--- src/rtl/bcd_counter_hex.sv ---
// Multi-digit BCD up/down counter with prescaled tick, parallel load and wrap pulse; bcd/tick/wrap update on the step edge.
// Seven-segment hex lags bcd by one clk; no backpressure, load overrides a coincident step.
module bcd_counter_hex #(
  parameter int NUM_DIGITS     = 2,
  parameter int TICK_DIV       = 50000000,
  parameter bit SEG_ACTIVE_LOW = 1'b1,
  parameter bit BLANK_LZ       = 1'b0
) (
  input  logic                    clk,
  input  logic                    reset_n,
  input  logic                    en,
  input  logic                    up_dn,
  input  logic                    load,
  input  logic [4*NUM_DIGITS-1:0] load_val,
  output logic [4*NUM_DIGITS-1:0] bcd,
  output logic                    tick,
  output logic                    wrap,
  output logic [8*NUM_DIGITS-1:0] hex
);

  localparam int PW = (TICK_DIV > 1) ? $clog2(TICK_DIV) : 1;

  function automatic logic [7:0] seg_enc(input logic [3:0] d, input logic blank);
    logic [6:0] s;
    case (d)
      4'd0:    s = 7'h3F;
      4'd1:    s = 7'h06;
      4'd2:    s = 7'h5B;
      4'd3:    s = 7'h4F;
      4'd4:    s = 7'h66;
      4'd5:    s = 7'h6D;
      4'd6:    s = 7'h7D;
      4'd7:    s = 7'h07;
      4'd8:    s = 7'h7F;
      4'd9:    s = 7'h6F;
      default: s = 7'h00;
    endcase
    if (blank) s = 7'h00;
    return SEG_ACTIVE_LOW ? ~{1'b0, s} : {1'b0, s};
  endfunction

  // Leading-zero blanking walks from the top digit down; digit 0 always shows.
  function automatic logic [8*NUM_DIGITS-1:0] hex_enc(input logic [4*NUM_DIGITS-1:0] v);
    logic [8*NUM_DIGITS-1:0] h;
    logic                    allz;
    h    = '0;
    allz = 1'b1;
    for (int i = NUM_DIGITS - 1; i >= 0; i--) begin
      allz = allz & (v[4*i +: 4] == 4'd0);
      h[8*i +: 8] = seg_enc(v[4*i +: 4], BLANK_LZ && allz && (i != 0));
    end
    return h;
  endfunction

  localparam logic [8*NUM_DIGITS-1:0] HEX_ZERO = hex_enc('0);

  logic [PW-1:0]           pre;
  logic                    step;
  logic [4*NUM_DIGITS-1:0] bcd_step;
  logic [4*NUM_DIGITS-1:0] load_clean;
  logic                    cy;

  assign step = en && (pre == PW'(TICK_DIV - 1));

  // Ripple carry/borrow; cy surviving past the top digit is the wrap condition.
  always_comb begin
    bcd_step = bcd;
    cy       = 1'b1;
    for (int i = 0; i < NUM_DIGITS; i++) begin
      if (cy) begin
        if (up_dn) begin
          if (bcd[4*i +: 4] == 4'd9) begin
            bcd_step[4*i +: 4] = 4'd0;
          end else begin
            bcd_step[4*i +: 4] = bcd[4*i +: 4] + 4'd1;
            cy = 1'b0;
          end
        end else begin
          if (bcd[4*i +: 4] == 4'd0) begin
            bcd_step[4*i +: 4] = 4'd9;
          end else begin
            bcd_step[4*i +: 4] = bcd[4*i +: 4] - 4'd1;
            cy = 1'b0;
          end
        end
      end
    end
  end

  always_comb begin
    load_clean = '0;
    for (int i = 0; i < NUM_DIGITS; i++) begin
      load_clean[4*i +: 4] = (load_val[4*i +: 4] > 4'd9) ? 4'd0 : load_val[4*i +: 4];
    end
  end

  always_ff @(posedge clk or negedge reset_n) begin
    if (!reset_n) begin
      pre  <= '0;
      bcd  <= '0;
      tick <= 1'b0;
      wrap <= 1'b0;
      hex  <= HEX_ZERO;
    end else begin
      tick <= 1'b0;
      wrap <= 1'b0;
      hex  <= hex_enc(bcd);
      if (load) begin
        bcd <= load_clean;
        pre <= '0;
      end else if (en) begin
        if (step) begin
          pre  <= '0;
          bcd  <= bcd_step;
          tick <= 1'b1;
          wrap <= cy;
        end else begin
          pre <= pre + PW'(1);
        end
      end
    end
  end

endmodule

--- config.mk ---
export PLATFORM = sky130hd
export DESIGN_NAME = bcd_counter_hex
export DESIGN_NICKNAME = d
export VERILOG_FILES = /design/src/rtl/bcd_counter_hex.sv
export SDC_FILE = /design/constraint.sdc
export NUM_CORES = 1
export LEC_CHECK = 0
export CAP_MARGIN = 20
export CORE_MARGIN = 10
export CORE_UTILIZATION = 55
export DETAILED_ROUTE_END_ITERATION = 8
export PLACE_DENSITY = 0.87
export SLEW_MARGIN = 20
export SYNTH_ARGS = -nofsm -noshare
export SYNTH_HDL_FRONTEND = slang
export SYNTH_SLANG_ARGS = --single-unit
--- constraint.sdc ---
create_clock -name clk -period 2.3 [get_ports clk]
set_input_delay 0.69 -clock clk [delete_from_list [all_inputs] [get_ports clk]]
set_output_delay 0.69 -clock clk [all_outputs]
set_load 0.005 [all_outputs]
Word level (Yosys, flattened, before mapping)
Memories as Yosys holds them, arrays and structs flattened.
Cells that the tools add are included.
- flip-flop bits (word level): 52
- bits in latches: 0
- RAM bits: 0
- memory bits (read-only): 224
- output and inout port bits: 26
- logic and storage cells: 56
- memories kept: 2
- memories (name ; words ; width ; rd ports ; clocked after memory_dff ; write ports ; RTL line ; source):
    (name not given) ; 16 ; 7 ; 1 ; 0 ; 0 ; 25 ; case (d)
    (name not given) ; 16 ; 7 ; 1 ; 0 ; 0 ; 25 ;
- $add $sub $neg: 5
- multiply operators: 0
- div/mod/pow operators: 0
- order comparisons: 2
- eq/ne operators: 3
- shifts and indexed selects: 0
- multiplexer cells: 28
- bitwise logic cells: 2
- reductions and logical operators: 8
- operator list (kind ; number):
    26-bit 2-to-1 mux ; 3
    4-bit 2-to-1 mux ; 9
    26-bit by 1-bit adder with 26-bit output (second input constant) ; 1
    26-bit == test (second input constant) ; 1
    8-bit 2-to-1 mux ; 3
    7-bit NOT with 8-bit output ; 2
    1-bit 2-to-1 mux ; 13
    4-bit by 1-bit adder with 4-bit output (second input constant) ; 2
    4-bit == test (second input constant) ; 2
    4-bit > comparator (second input constant) ; 2
    4-bit zero test ; 2
    4-bit by 1-bit subtractor with 4-bit output (second input constant) ; 2
    2-bit nonzero test ; 3
    3-bit AND reduction ; 1
    2-bit AND reduction ; 1
    1-bit logical AND ; 1

Logic depth before layout (Yosys ltp)
Gate-level depths: netlist of run 1.
- depth in word-level cells: 7
- mapped depth: 8

Worst setup path before layout of run 1
Ideal clock, no wire load.
- path kind: in2reg
- start: input up_dn
- end: register bcd[7]
- setup time: 0.139 ns
- data arrival time: 2.016 ns
- setup slack: 0.145 ns
- cell stages on the path: 7
- buffers on the path: 2
- path through: clkbuf_1 or3b_2 a21oi_1 and4_1 buf_4 mux2i_1 o32ai_1
- cells in the longest elaborated chain, start to end: 5
- elaborated cells on any way between the ends: 8
- those cells by class: 6 x mux; 2 x reduce/logical
- RTL lines (item ; RTL line ; source):
    from (decl) ; 12 ; input logic up_dn,
    4-bit 2-to-1 mux ; 71 ; if (up_dn) begin
    4-bit 2-to-1 mux ; 70 ; if (cy) begin
    8-bit 2-to-1 mux ; 112 ; if (step) begin
    8-bit 2-to-1 mux ; 111 ; end else if (en) begin
    8-bit 2-to-1 mux ; 108 ; if (load) begin
    to (signal assigned) ; 109 ; bcd <= load_clean;
    to (signal assigned) ; 114 ; bcd <= bcd_step;
    to (decl) ; 15 ; output logic [4*NUM_DIGITS-1:0] bcd,
Several ways; a longest one is shown, not always the timed one. The select of a mux whose other input is x is not followed.
A chain may end at the register's enable or synchronous reset.

Worst setup path in the final report of run 1
- start: register bcd[5]
- end: output bcd[5]
No word-level cell between the ends.

==> results_dict.tcl, run 1 <==
set metrics [dict create \
    outcome "complete, no violations" \
    wl_mm 6.74 \
    max_freq_mhz 461 \
    core_area_sq_mm 0.00517 \
    worstReg2RegStart "bcd[1]" \
    drive_gt1_share_pct 14.2 \
    antenna_found_initial 0 \
    overflow 0 \
    slew_headroom_pct 57.8 \
    cts_tree "done" \
    drc 0 \
    path_buf_inv 1 \
    synthToLayoutAreaGrowth_pct 22.3 \
    cellInternalPower_uw 1340 \
    via_count 2507 \
    cp_data_required_time_ns 1.61 \
    switching_share_pct 27.7 \
    yosys-top-cells-count "48 x dfrtp_1, 39 x nor2_1, 27 x nand2_1" \
    cp-start-kind "flop" \
    start_util_pct 57.3 \
    hold_violations 0 \
    multi_input_area_sq_mm 0.00159 \
    cp_max_fo 12 \
    synth_top_area_cell "dfrtp_1" \
    cp_top_family "flip-flops" \
    r2r_end "bcd[6]" \
    drv_cap 0 \
    ios 39 \
    grt_max_degree 51 \
    arrival_ns 1.48 \
    place_congestion 0.902 \
    irDropWorstVdd_v 0.000297 \
    die_w_microns 93.4 \
    hpwl_mm 4.85 \
    port_buffers 36 \
    drt_iter0_markers 135 \
    reg2reg_slack_ns 0.19 \
    cp_slowest_stage_delay_ns 0.59 \
    crit_path_cell_trace "clkdlybuf4s50_1" \
    seq_area_frac_synth_pct 42.3 \
    synth.most_common_cell "dfrtp_1" \
    worstSkewPairLatency_ns 0.30 \
    final-setup-viol-count 0 \
    avgSynthCellArea_sq_um 9.26 \
    clock_sinks 50 \
    final.setup.worst_slack_ns 0.130 \
    min-delay-path-class "input port to asynchronous set/reset pin" \
    rsz0062_at_grt "false" \
    combinationalPowerShare_pct 21.6 \
    cts-root-buf "clkbuf_8" \
    cts_htree_levels 2 \
    cp.depth 1 \
    fin_skew_ns 0.00872 \
    grt_use_total_pct 15.7 \
    drt_first_pass_iters 5 \
    cts_buffer_depth 2 \
    synth-main-ff-cell "dfrtp_1" \
    path_class "flop to output port" \
    p_per_area_mw_per_mm2 513 \
    final_nets 399 \
    fin_crit_sh_pct 94.3 \
    floorplan.rows 26 \
    ys_types 56 \
    fin_crit_ns 2.17 \
    synth_top_area_share_pct 40.5 \
    synth-async-reset-ratio_pct 100 \
    slowest_stage "dfrtp_1" \
    slew_violations 0 \
    ff_latch_area_sq_mm 0.00125 \
    clk_pin_slew_ns 0.09 \
    synth_seq_cells 50 \
    power_frac_clock_pct 26.4 \
    dieArea_sq_mm 0.00872 \
    crit_path_end_kind "output port" \
    fill_cells 398 \
    reg2reg_depth 7 \
    p_leak_uw 0.00162 \
    antenna_cells 0 \
    p_sw_uw 515 \
    cts_buffers 5 \
    grt_pass1_wl_mm 11.3 \
    seq_power_share_pct 52.0 \
    syn-instance-count 320 \
    tns_ns 0 \
    synth_edf_count 0 \
    ant_nets 0 \
    synth.yosys.warnings 0 \
    routedWlPerCell_microns 15.2 \
    yosys-top-cells-area "dfrtp_1 41%, ha_1 5.5%, nor2_1 4.9%" \
    first_global_vias 2467 \
    syn_area_sq_mm 0.00296 \
    finalPower_uw 1860 \
    dp_slack_ns -0.260 \
    worstMarginPinSlew_ns 0.633 \
    die-height_microns 93.4 \
    ctsHoldBuffers 0 \
    vias_per_cell 5.66 \
]
-- power groups by stage --
stage	Combinational, uW	Sequential [uW]	Clock [uW]
4_1_cts	404	966	502
3_3_place_gp	392	982	0
5_1_grt	445	974	536
3_5_place_dp	403	983	0
6_report	402	966	491
2_1_floorplan	184	986	0
-- metal layers --
metal  part of all wire (%)  vias up  track usage (%)
met3                    5.3       13             4.32
li1                       -     1222                -
met1                     44     1203             19.7
met2                     49       69             25.2
met5                      0        -                0
met4                    1.9        0             5.78
-- per-stage QoR --
step	cell area [sq um]	utilization, %	std cells	hold slack, ns
6_report	3620	70.0	443	0.488
5_1_grt	3620	70.0	443	0.531
4_1_cts	3600	69.7	442	0.508
3_5_place_dp	3520	68.1	435	0.525
3_3_place_gp	3520	68.1	435	0.519
2_1_floorplan	2970	-	321	0.394
-- state kept, by name, indices dropped and copies added, names as in the netlist --
name	count
bcd	8
hex	14
pre	26
tick	1
wrap	1
-- how the worst max path moves through the flow --
stage                start     end
CTS                 bcd[6]  bcd[6]
detailed placement      en  bcd[6]
finish              bcd[5]  bcd[5]
global placement        en  bcd[0]
global route        bcd[1]  bcd[7]
floorplan            up_dn  bcd[7]
-- cell usage in the layout, fill, tap and decap left out, types with 6 or more instances in the layout --
cell	instances
xor2_1	12
nand2b_1	7
and3_1	6
nand2_1	27
dfrtp_1	47
nand3_1	12
inv_1	11
ha_1	13
a21oi_1	19
clkdlybuf4s50_1	33
buf_4	25
o21ai_0	21
nand3b_1	8
xnor2_1	9
nor2_1	39
-- cell type report --
type                            instances  share of cell area, %
Inverter                               11                   1.14
Sequential cell                        50                   34.6
Clock inverter                          2                  0.276
Multi-Input combinational cell        243                   43.9
Tap cell                               70                   2.42
Clock buffer                            5                   1.90
Timing Repair Buffer                   62                   15.7
-- kinds of logic after synthesis --
family                     share of synthesized area (%)
buffers and inverters                               4.27
AOI/OAI and AO/OA                                   13.0
muxes                                               2.07
adders and majority gates                           5.49
and+or+nand+nor                                     26.5
other                                              0.127
xor gates and xnor gates                            6.21
DFF                                                 42.3
-- repair_timing --
item                       in CTS  in global routing
setup endpoints to repair       0                 10
buffers inserted                0                  1
resized for setup               0                  6
(Power assumes the default switching activity.)
==> inputs of run 2 (changes only) <==
Settings changed: CELL_PAD_IN_SITES_DETAIL_PLACEMENT set to 1, CELL_PAD_IN_SITES_GLOBAL_PLACEMENT set to 1, CORE_UTILIZATION 55 to 42, PLACE_DENSITY 0.87 to 0.86.
==> run 2 against run 1 <==
Combinational power increased by 4%; highest routed layer unchanged; register-to-register slack worse by 0.02 ns; global-route usage is 0.46 points lower; largest power group unchanged; first-iteration DRC count fell by 8.9%; non-clock buffer count is 2 higher; critical path type is now input port to flop; largest cell class unchanged.
==> results_dict.tcl, run 2 (synthesis results as in run 1) <==
set metrics [dict create \
    outcome "complete, no violations" \
    core_area_sq_mm 0.00683 \
    crit_path_cell_trace "clkdlybuf4s50_1 -> o2111ai_1 -> nor2_2 -> nand3_1 -> or3_1 -> a21oi_1" \
    cts_buffers 5 \
    finalPower_uw 1920 \
    hpwl_mm 6.07 \
    cp-start-kind "input port" \
    final_common_cell "dfrtp_1" \
    synthToLayoutAreaGrowth_pct 25.0 \
    worstSkewPairLatency_ns 0.30 \
    clk_pin_slew_ns 0.09 \
    multi_input_area_sq_mm 0.00160 \
    cts-root-buf "clkbuf_8" \
    grt_pass1_wl_mm 14.1 \
    die-height_microns 104 \
    fin_skew_ns 0.00614 \
    p_leak_uw 0.00163 \
    final_nets 401 \
    rsz0062_at_grt "false" \
    ff_latch_area_sq_mm 0.00125 \
    vias_per_cell 5.48 \
    grt_use_total_pct 15.3 \
    drive_gt1_share_pct 15.2 \
    path_buf_inv 1 \
    min-delay-path-class "input port to asynchronous set/reset pin" \
    worstMarginPinSlew_ns 0.554 \
    fin_crit_ns 2.29 \
    dieArea_sq_mm 0.0108 \
    overflow 0 \
    slew_violations 0 \
    fin_crit_sh_pct 99.7 \
    first_global_vias 2857 \
    whs_ns 0.373 \
    cts_tree "done" \
    p_per_area_mw_per_mm2 518 \
    cp_top_family "simple AND/OR/NAND/NOR gates" \
    drt_first_pass_iters 4 \
    cts_buffer_depth 2 \
    ios 39 \
    ant_nets 0 \
    instances_no_fill 472 \
    crit_path_end_kind "flop" \
    drt_iter0_markers 123 \
    clock_sinks 50 \
    largest_reg_flops 26 \
    slew_headroom_pct 63.1 \
    regMostFlops "pre" \
    cp_data_required_time_ns 2.52 \
    start_util_pct 43.4 \
    tns_ns 0 \
    antenna_cells 0 \
    place_congestion 0.848 \
    routedWlPerCell_microns 17.5 \
    arrival_ns 2.51 \
    fill_cells 803 \
    dp_cells 463 \
    grt_max_degree 28 \
    hold_violations 0 \
    path_class "input port to flop" \
    cp_max_fo 5 \
    drc 0 \
    final-setup-viol-count 0 \
    final_cell_mix "48 x dfrtp_1, 38 x nor2_1, 34 x clkdlybuf4s50_1" \
    die_w_microns 104 \
    ctsHoldBuffers 0 \
    via_count 2588 \
    cts_htree_levels 2 \
    drv_cap 0 \
    port_buffers 36 \
    wl_mm 8.27 \
    largest_registers "pre (26), hex (14), bcd (8)" \
    antenna_found_initial 0 \
    irDropWorstVdd_v 0.000273 \
    max_freq_mhz 436 \
    slowest_stage "clkdlybuf4s50_1" \
    cp_slowest_stage_delay_ns 0.60 \
    floorplan.rows 30 \
]
run 2: per-stage QoR:
| step | setup WS (ns) | area (sq um) | util (%) |
|---|---|---|---|
| 4_1_cts | 0.0399 | 3680 | 53.9 |
| 5_1_grt | 0.00843 | 3700 | 54.2 |
| 2_1_floorplan | 0.145 | 2970 | - |
| 6_report | 0.00789 | 3700 | 54.2 |
| 3_3_place_gp | -0.271 | 3580 | 52.5 |
| 3_5_place_dp | -0.329 | 3580 | 52.5 |
run 2: per-layer routing:
metal	up-vias	track usage [%]	wire [microns]
li1	1227	-	-
met1	1301	18.6	3490
met2	54	26.7	4400
met3	6	3.04	319
met4	0	3.98	67
met5	-	0	0
run 2: final timing paths:
check | start | end | slack (ns) | depth (start not counted)
setup / recovery | load | pre[25] | 0.008 | 6
hold / removal | reset_n | tick | 0.37 | 1
setup reg to reg | bcd[1] | bcd[7] | 0.17 | 7
hold reg to reg | pre[21] | pre[21] | 0.58 | 2
max in group asynchronous | reset_n | hex[6] | 1.31 | 2
min in group clk | pre[21] | pre[21] | 0.58 | 2
run 2: worst register-to-register path, stage by stage (launching register included):
cell     delay (ns)
dfrtp_1        0.41
inv_1          0.17
ha_1           0.21
or3b_2         0.46
a21oi_2        0.16
and4_4         0.28
mux2i_1        0.19
o32ai_1        0.11
run 2: area by class of cell:
cell class,instances,share of cell area (%)
multi-input cells,243,43.2
flip-flops and latches,50,33.8
repair buffers,64,16.1
well taps,96,3.24
clock buffers,7,2.33
inverters,11,1.11
clock inverters,1,0.135
run 2: where the power goes:
group | total (uW) | switching, uW | internal [uW] | leakage, uW
clock | 534 | 291 | 244 | 0.0000482
combinational | 420 | 210 | 210 | 0.000917
sequential | 965 | 33.4 | 932 | 0.000662
total | 1920 | 534 | 1390 | 0.00163
run 2: timing repair:
| action | CTS | global route |
|---|---|---|
| setup buffers | 0 | 1 |
| pin swaps | 0 | 4 |
| setup endpoints to repair | 4 | 8 |
| gates resized for setup | 2 | 7 |
==> inputs of run 3 (changes only) <==
Settings changed: CORE_UTILIZATION 42 to 49, DONT_BUFFER_PORTS set to 1, PLACE_DENSITY 0.86 to 0.87.
==> run 3 against run 2 <==
Register-to-register slack hardly changed; count of clock-buffer cells in the layout is 1 lower; die area is 12% lower; sequential cell count stayed put; sequential power is 0.6% higher; utilization hardly changed; setup slack better by 0.15 ns; first-iteration DRC count is 50% lower; via count is 9.9% lower; final area is 14% lower.
==> results_dict.tcl, run 3 (synthesis results as in run 1) <==
set metrics [dict create \
    slew_headroom_pct 58.5 \
    cts-root-buf "clkbuf_8" \
    cp_max_fo 6 \
    cp-start-kind "flop" \
    rsz0062_at_grt "false" \
    place_congestion 0.810 \
    outcome "complete, no violations" \
    grt_max_degree 51 \
    combinationalPowerShare_pct 14.4 \
    irDropWorstVdd_v 0.000324 \
    overflow 0 \
    cts_htree_levels 2 \
    min-delay-path-class "input port to asynchronous set/reset pin" \
    power_frac_clock_pct 31.5 \
    clock_sinks 50 \
    worstSkewPairLatency_ns 0.31 \
    p_sw_uw 505 \
    hpwl_mm 5.42 \
    start_util_pct 50.3 \
    final_nets 351 \
    core_area_sq_mm 0.00589 \
    fin_crit_ns 2.14 \
    routedWlPerCell_microns 18.2 \
    regMostFlops "pre" \
    ios 39 \
    p_per_area_mw_per_mm2 561 \
    hold_violations 0 \
    vias_per_cell 5.81 \
    largest_registers "pre (26), hex (14), bcd (8)" \
    seq_power_share_pct 54.2 \
    tns_ns 0 \
    crit_path_end_kind "flop" \
    port_buffers 0 \
    fin_skew_ns 0.00961 \
    whs_ns 0.0580 \
    final-setup-viol-count 0 \
    cp_data_required_time_ns 2.50 \
    switching_share_pct 28.2 \
    cts_tree "done" \
    grt_use_total_pct 15.6 \
    p_leak_uw 0.00142 \
    drt_first_pass_iters 4 \
    antenna_cells 0 \
    wl_mm 7.30 \
    fin_crit_sh_pct 93.2 \
    drive_gt1_share_pct 12.0 \
    via_count 2331 \
    cts_buffers 5 \
    die_w_microns 97.8 \
    largest_reg_flops 26 \
    cts_buffer_depth 2 \
    slew_violations 0 \
    drc 0 \
    arrival_ns 2.34 \
    floorplan.rows 28 \
    drv_cap 0 \
    antenna_found_initial 0 \
    grt_pass1_wl_mm 12.7 \
    worstMarginPinSlew_ns 0.623 \
    cellInternalPower_uw 1290 \
    drt_iter0_markers 61 \
    max_freq_mhz 467 \
    path_class "flop to flop" \
    dieArea_sq_mm 0.00956 \
    final_common_cell "dfrtp_1" \
    ant_nets 0 \
    die-height_microns 97.8 \
    clk_pin_slew_ns 0.10 \
    synthToLayoutAreaGrowth_pct 7.81 \
    first_global_vias 2564 \
    final_cell_mix "48 x dfrtp_1, 39 x nor2_1, 27 x nand2_1" \
]
run 3: stage by stage:
stage | utilization [%] | std cells | setup slack (ns) | cell area, sq um | power, uW
after floorplan | - | 321 | 0.145 | 2970 | 1170
after global placement | 52.6 | 393 | 0.225 | 3090 | 1230
after detailed placement | 52.6 | 393 | 0.0951 | 3090 | 1250
after CTS | 54.2 | 401 | 0.0726 | 3190 | 1810
after global routing | 54.3 | 401 | 0.0107 | 3190 | 1890
final | 54.3 | 401 | 0.157 | 3190 | 1790
run 3: repair_timing:
action                                  4_1_cts  5_1_grt
hold buffers                                  0        0
endpoints found under the setup margin        0        4
endpoints found under the hold margin         0        0
gates resized for setup                       0        2
setup buffers                                 0        0
run 3: layer usage:
| metal | GRT usage, % | vias to the layer above | part of all wire, % | routed length, microns |
|---|---|---|---|---|
| met5 | 0 | - | 0 | 0 |
| met4 | 5.70 | 0 | 1.6 | 117 |
| met3 | 4.02 | 14 | 4.3 | 313 |
| met2 | 27.2 | 34 | 51 | 3700 |
| met1 | 18.0 | 1152 | 43 | 3170 |
| li1 | - | 1131 | - | - |
run 3: final cells by class:
class | count | area (sq um)
fillers | 696 | 2690
clock inverters | 2 | 16.3
clock buffers | 6 | 82.6
flip-flops and latches | 50 | 1250
repair buffers | 14 | 118
multi-input cells | 243 | 1590
inverters | 11 | 41.3
well taps | 75 | 93.8
run 3: worst paths after layout:
check	startpoint	to	slack [ns]	cells after the start
worst max-delay path	bcd[1]	bcd[7]	0.16	7
worst min-delay path	reset_n	pre[4]	0.06	0
worst max register to register	bcd[1]	bcd[7]	0.16	7
worst min register to register	pre[22]	pre[22]	0.55	2
max in group asynchronous	reset_n	hex[6]	2.06	0
min in group clk	load	pre[0]	0.43	1
run 3: power groups by stage:
stage / clock (uW) / combinational, uW / sequential, uW
detailed placement: 0 / 257 / 991
floorplan: 0 / 184 / 986
global route: 621 / 295 / 976
global placement: 0 / 246 / 989
finish: 564 / 258 / 971
CTS: 577 / 259 / 973
run 3: critical path, cell delays in order, from the launching register on:
cell,delay [ns]
dfrtp_1,0.39
inv_1,0.13
ha_1,0.19
or3b_2,0.46
a21oi_1,0.24
and4_4,0.31
mux2i_1,0.20
o32ai_1,0.10
